$ cat src/rtl/relu_maxpool_l1.sv
// ReLU followed by 2x2 stride-2 max pooling on a raster-order conv stream.
// Row-pair partial maxima are kept in a half-width line buffer with asynchronous read.
module relu_maxpool_l1 #(
  parameter int IN_W = 26,
  parameter int IN_H = 26,
  parameter int DW   = 16
)(
  input  logic          clk,
  input  logic          reset,
  input  logic [DW-1:0] pxl_in,
  input  logic          valid_in,
  output logic [DW-1:0] pool_out,
  output logic          pool_valid,
  output logic          frame_done
);
  localparam int CW = $clog2(IN_W);
  localparam int RW = $clog2(IN_H);
  localparam int LW = IN_W / 2;
  localparam int IW = (LW > 1) ? $clog2(LW) : 1;

  logic [CW-1:0] col;
  logic [RW-1:0] row;
  logic [DW-1:0] hold;
  logic [DW-1:0] r;
  logic [DW-1:0] lb_rd;
  logic [IW-1:0] idx;
  logic          col_last, row_last;
  logic [DW-1:0] linebuf [LW];

  function automatic logic [DW-1:0] umax(input logic [DW-1:0] a, input logic [DW-1:0] b);
    return (a > b) ? a : b;
  endfunction

  assign r        = pxl_in[DW-1] ? '0 : pxl_in;
  assign idx      = IW'(col >> 1);
  assign lb_rd    = linebuf[idx];
  assign col_last = (col == CW'(IN_W - 1));
  assign row_last = (row == RW'(IN_H - 1));

  // Even rows deposit the horizontal max of each column pair for the odd row to finish.
  always_ff @(posedge clk) begin
    if (valid_in && !reset && !row[0] && col[0])
      linebuf[idx] <= umax(hold, r);
  end

  always_ff @(posedge clk) begin
    if (reset) begin
      col        <= '0;
      row        <= '0;
      hold       <= '0;
      pool_out   <= '0;
      pool_valid <= 1'b0;
      frame_done <= 1'b0;
    end else begin
      pool_valid <= 1'b0;
      frame_done <= 1'b0;
      if (valid_in) begin
        case ({row[0], col[0]})
          2'b00: hold <= r;
          2'b10: hold <= umax(lb_rd, r);
          2'b11: begin
            pool_out   <= umax(hold, r);
            pool_valid <= 1'b1;
            frame_done <= row_last && col_last;
          end
          default: ;
        endcase
        if (col_last) begin
          col <= '0;
          row <= row_last ? '0 : row + 1'b1;
        end else begin
          col <= col + 1'b1;
        end
      end
    end
  end
endmodule

$ cat config.mk
export PLATFORM = sky130hd
export DESIGN_NAME = relu_maxpool_l1
export DESIGN_NICKNAME = d
export VERILOG_FILES = /design/src/rtl/relu_maxpool_l1.sv
export SDC_FILE = /design/constraint.sdc
export NUM_CORES = 1
export LEC_CHECK = 0
export ABC_AREA = 1
export CAP_MARGIN = 20
export CORE_MARGIN = 2
export CORE_UTILIZATION = 60
export CTS_CLUSTER_SIZE = 28
export DETAILED_ROUTE_END_ITERATION = 16
export PLACE_DENSITY = 0.77
export SYNTH_ARGS = -nofsm -noshare
export SYNTH_HDL_FRONTEND = slang
export SYNTH_SLANG_ARGS = --single-unit
$ cat constraint.sdc
create_clock -name clk -period 3.55 [get_ports clk]
set_input_delay 0.5325 -clock clk [delete_from_list [all_inputs] [get_ports clk]]
set_output_delay 0.5325 -clock clk [all_outputs]
set_load 0.005 [all_outputs]
# Word level (Yosys, flattened, before mapping)
# Memory sizes are Yosys's and may differ from the RTL's. A register that Yosys moved wholly into a read port is not among the register bits.
# Index checks and enable logic that the tools add are counted.
[classes] add_sub_neg=2 n_bitwise=2 n_reduce_logical=13 magnitude_cmp=2 muxes=11 n_eq_ne=4
[op_table] op="16-bit by 15-bit > comparator with 1-bit output" count=2
[op_table] op="16-bit two-way mux" count=2
[op_table] op="16-bit one-hot mux with 2 select lines" count=1
[op_table] op="15-bit two-way mux" count=1
[op_table] op="5-bit by 1-bit adder with 5-bit output, second input constant" count=2
[op_table] op="5-bit == test, second input constant" count=2
[op_table] op="5-bit two-way mux" count=2
[op_table] op="4-bit two-way mux" count=2
[op_table] op="2-bit AND reduction" count=3
[op_table] op="2-bit == test, second input constant" count=2
[op_table] op="1-bit logical AND" count=4
[op_table] op="1-bit two-way mux" count=3
[op_table] op="3-bit OR reduction" count=1
[op_table] op="1-bit zero test" count=2
[op_table] op="2-bit zero test" count=1
[op_table] op="1-bit inverter" count=2
[op_table] op="2-bit nonzero test" count=1
[op_table] op="2-bit OR reduction" count=1
[totals] elab_cells=41 inputBits=19 mem_count=1 mem_bits_rw=208 ff_bits=44
[mem_list] name="linebuf" words=13 width=16 rd=1 rd_ports_with_merged_regs=1 wr=1 line_no="28" rtl="logic [DW-1:0] linebuf [LW];"

# Logic depth before layout (Yosys ltp)
[logic_depth] ltp_word=6 ltp_mapped=28 ltp_nobuf=25

# Worst setup path before layout
# No wires, ideal clock.
[synth_timing] kind="in2reg" start="input reset" end="memory linebuf[12][0] (enable)" n_path_buf=1 setup_time_ns=0.430 arrival_time_ns=2.678 cell_stages=4 required_time_ns=3.120 slack_ns=0.442 path_cell_list="clkbuf_1 > nor3_1 > inv_1 > nor4_1"
[synth_via] elab_chain_cells=6
[synth_lines] element="start, declared" line_no="9" rtl="input logic reset,"
[synth_lines] element="1-bit zero test" line_no="42" rtl="if (valid_in && !reset && !row[0] && col[0])"
[synth_lines] element="1-bit logical AND (3 in series)" line_no="42"
[synth_lines] element="1-bit two-way mux" line_no="42"
[synth_lines] element="1-bit two-way mux (not written as such)" line_no="43" rtl="linebuf[idx] <= umax(hold, r);"
[synth_lines] element="end, declared" line_no="28"
# No other way between the ends.

==> metrics.txt <==
Psw=1.42 mW; Fillers=roughly 1200; RSZ-0062 raised after global routing=false; setup total negative slack=0 ps; post-synthesis sequential area ratio=between 60% and 70%; Leak Pwr=slightly below 5 nW; # hold bufs at CTS=0; largest net degree at the start of global routing=just under 80; number of global-route vias before repair=7965; CP Capture Type=register; area grow syn2layout=14.2%; TritonCTS clock tree=yes; maxcap violations=0; CP Data Required Time=3990 ps; synth warn=0; critical path's most frequent cell=nand2_1; Max Fclk=0.298 GHz; TritonRoute pass-1 iters=5; Post-synth top cells=edfxtp_1 (208), nand2_1 (157), nor2_1 (131); post-route ant nets=0; Worst Tran Pin Value=roughly 680 ps; Root Buffer Master=clkbuf_16; Final #Nets=around 1100; CTS max path bufs=3; IO buf count=36; Post-synth EDFFs=around 210; status=completed; Critical Path Slowest Stage Cell=a21boi_1; Synth area leader=edfxtp_1; part of the power in combinational logic=under 10%; Synth Net Count=around 1100; CP Max Fanout=16; final hold violation count=0; WL final=27800 um; initial DRC count=about 950; H-tree depth=1; Core Box Area=~18000 sq um; DRC viols=0; crit share post-route=94.4%; synth unique cells=35; Yosys top cell area share=a little under three fifths; routed vias/inst=just over 6; cell area after synthesis=around 11000 sq um; CTS buffer count=25; die width=around 140 um; setup bufs post-CTS=0; Worst Hold Class=reg2reg; Cells after DPL=~1300; initial antenna violation count=0; gr ovfl total=0; crit start category=register; Post-Syn Instances=1032; Power, Total=6.42 mW; sequential share of power=between 50 and 60%; Final Non-Filler Cells=roughly 1300; layout cells sized above 1=around 8.7%; Primary FF master, synth=edfxtp_1; most frequent cell after synthesis=edfxtp_1; CTS sink cnt=between 200 and 300; Final Skew=roughly 12 ps; clock power share=40.7%; Net Sw Frac=about 22%; Syn Area/Cell=about 11 sq um; die area=between 15000 and 20000 sq um; Synth area leaders=edfxtp_1 (56%), dfxtp_1 (8.6%), nand2_1 (5.3%); clock period minus worst slack=3350 ps; Slew HR=approximately 55%; WS Path Type=reg2reg; worst vdd ir=between 400 and 500 uV; Max stage delay on crit path=roughly 330 ps; final number of setup-violating endpoints=0; internal power=5.00 mW; Slew Viols, Final=0; async set-or-reset flop fraction in the synthesized netlist=0%; WL per Instance=between 20 and 25 um; row count=a little under 50; Worst-Skew Late Latency=510 ps; arrival time worst endpoint=between 3000 and 4000 ps; die height=between 100 and 150 um; post-CTS resize count=0; critical path cell sequence=inv_1 -> buf_4 -> o221ai_1 -> nand3_1 -> a21boi_1 -> inv_1 -> ha_1 -> nand2_1 -> nand2_1 -> nand2_1 -> nand2_1 -> nand2_1 -> nand3_1 -> nand2_1 -> nand2_1 -> nand2_1 -> nand2_1 -> nand2_2 -> nand2_8 -> nand2_1 -> nand3_1 -> a21oi_1; global-route wire length before repair=43600 um; initial core utilization=61.5%; Inserted Diodes=0; flops & latches, synth=~260; RePlAce Congestion=approximately 0.94; gr usage total=between 20% and 30%; clk slew on worst S/H paths=around 70 ps; IO Pins=37; DP HPWL=between 15000 and 20000 um; pwr/cell area=505 nW/um^2; DR vias=8133
-- per-stage QoR --
stage	utilization, %	area [sq um]	hold WS, ps	worst slack, ps
2_1_floorplan	-	11100	459	442
3_5_place_dp	65.7	11900	487	80.8
4_1_cts	70.2	12700	497	260
6_report	70.2	12700	496	197
3_3_place_gp	65.7	11900	480	224
5_1_grt	70.2	12700	523	5.76
-- flip-flops by register name, indices dropped and copies added, names as in the netlist, named ones only --
name,cells
hold,16
linebuf,208
pool_valid,1
frame_done,1
col,5
pool_out,16
row,5
-- worst paths after layout --
kind,from,end,slack (ps),cells after the start
hold / removal,hold[14]$_SDFFE_PP0P_,hold[14]$_SDFFE_PP0P_,500,2
setup reg to reg,register,hold[11]$_SDFFE_PP0P_,200,22
setup / recovery,register,hold[11]$_SDFFE_PP0P_,200,22
hold reg to reg,hold[14]$_SDFFE_PP0P_,hold[14]$_SDFFE_PP0P_,500,2
-- placed cells by master (no fill, tap or decap), drive strengths merged, types with 4 or more instances in the layout --
cell / instances
a21oi: 36
buf: 34
clkbuf: 32
clkdlybuf4s50: 36
clkinv: 7
dfxtp: 48
edfxtp: 208
ha: 34
inv: 69
nand2: 160
nand3: 83
nand4: 4
nor2: 131
nor3: 7
o211ai: 10
o21ai: 120
o221ai: 37
o22ai: 7
-- power groups by stage --
stage                     logic, mW  clock network (mW)  registers [mW]
final                         0.492                2.61            3.31
after global routing          0.546                2.76            3.31
after CTS                     0.484                2.62            3.31
after detailed placement      0.480                   0            3.38
after global placement        0.467                   0            3.38
after floorplan               0.318                   0            3.37
-- cells by family after synthesis --
logic type / Yosys count / share of synthesized area (%)
fa+ha+maj: 34 / 3.82
xor+xnor: 2 / 0.158
simple gates: 395 / 14.8
buf+inv: 126 / 4.72
flops: 256 / 64.8
compound gates: 219 / 11.6
-- final cells by class --
cell class | count | area (sq um) | share of cell area [%]
Clock buffer | 32 | 672 | 5.29
Inverter | 69 | 259 | 2.04
Tap cell | 229 | 287 | 2.26
Sequential cell | 256 | 7210 | 56.8
Multi-Input combinational cell | 650 | 3440 | 27.1
Timing Repair Buffer | 70 | 691 | 5.44
Clock inverter | 13 | 143 | 1.12
-- worst max-delay path, delay by kind of cell (launching register included) --
kind / cells / cell delay (ps)
fa+ha+maj: 1 / 320
buf+inv: 3 / 680
simple gates: 15 / 1350
compound gates: 3 / 610
flops: 1 / 320
-- routing by layer --
metal	track usage, %	part of all wire, %	wire length (um)	vias up
met4	11.9	3.8	1060	0
met3	3.38	9.1	2510	86
met1	38.8	39	10800	3816
met5	0	0	0	-
met2	48.1	48	13400	464
li1	-	-	-	3767
Note: power is estimated with default switching activity, not from simulation.
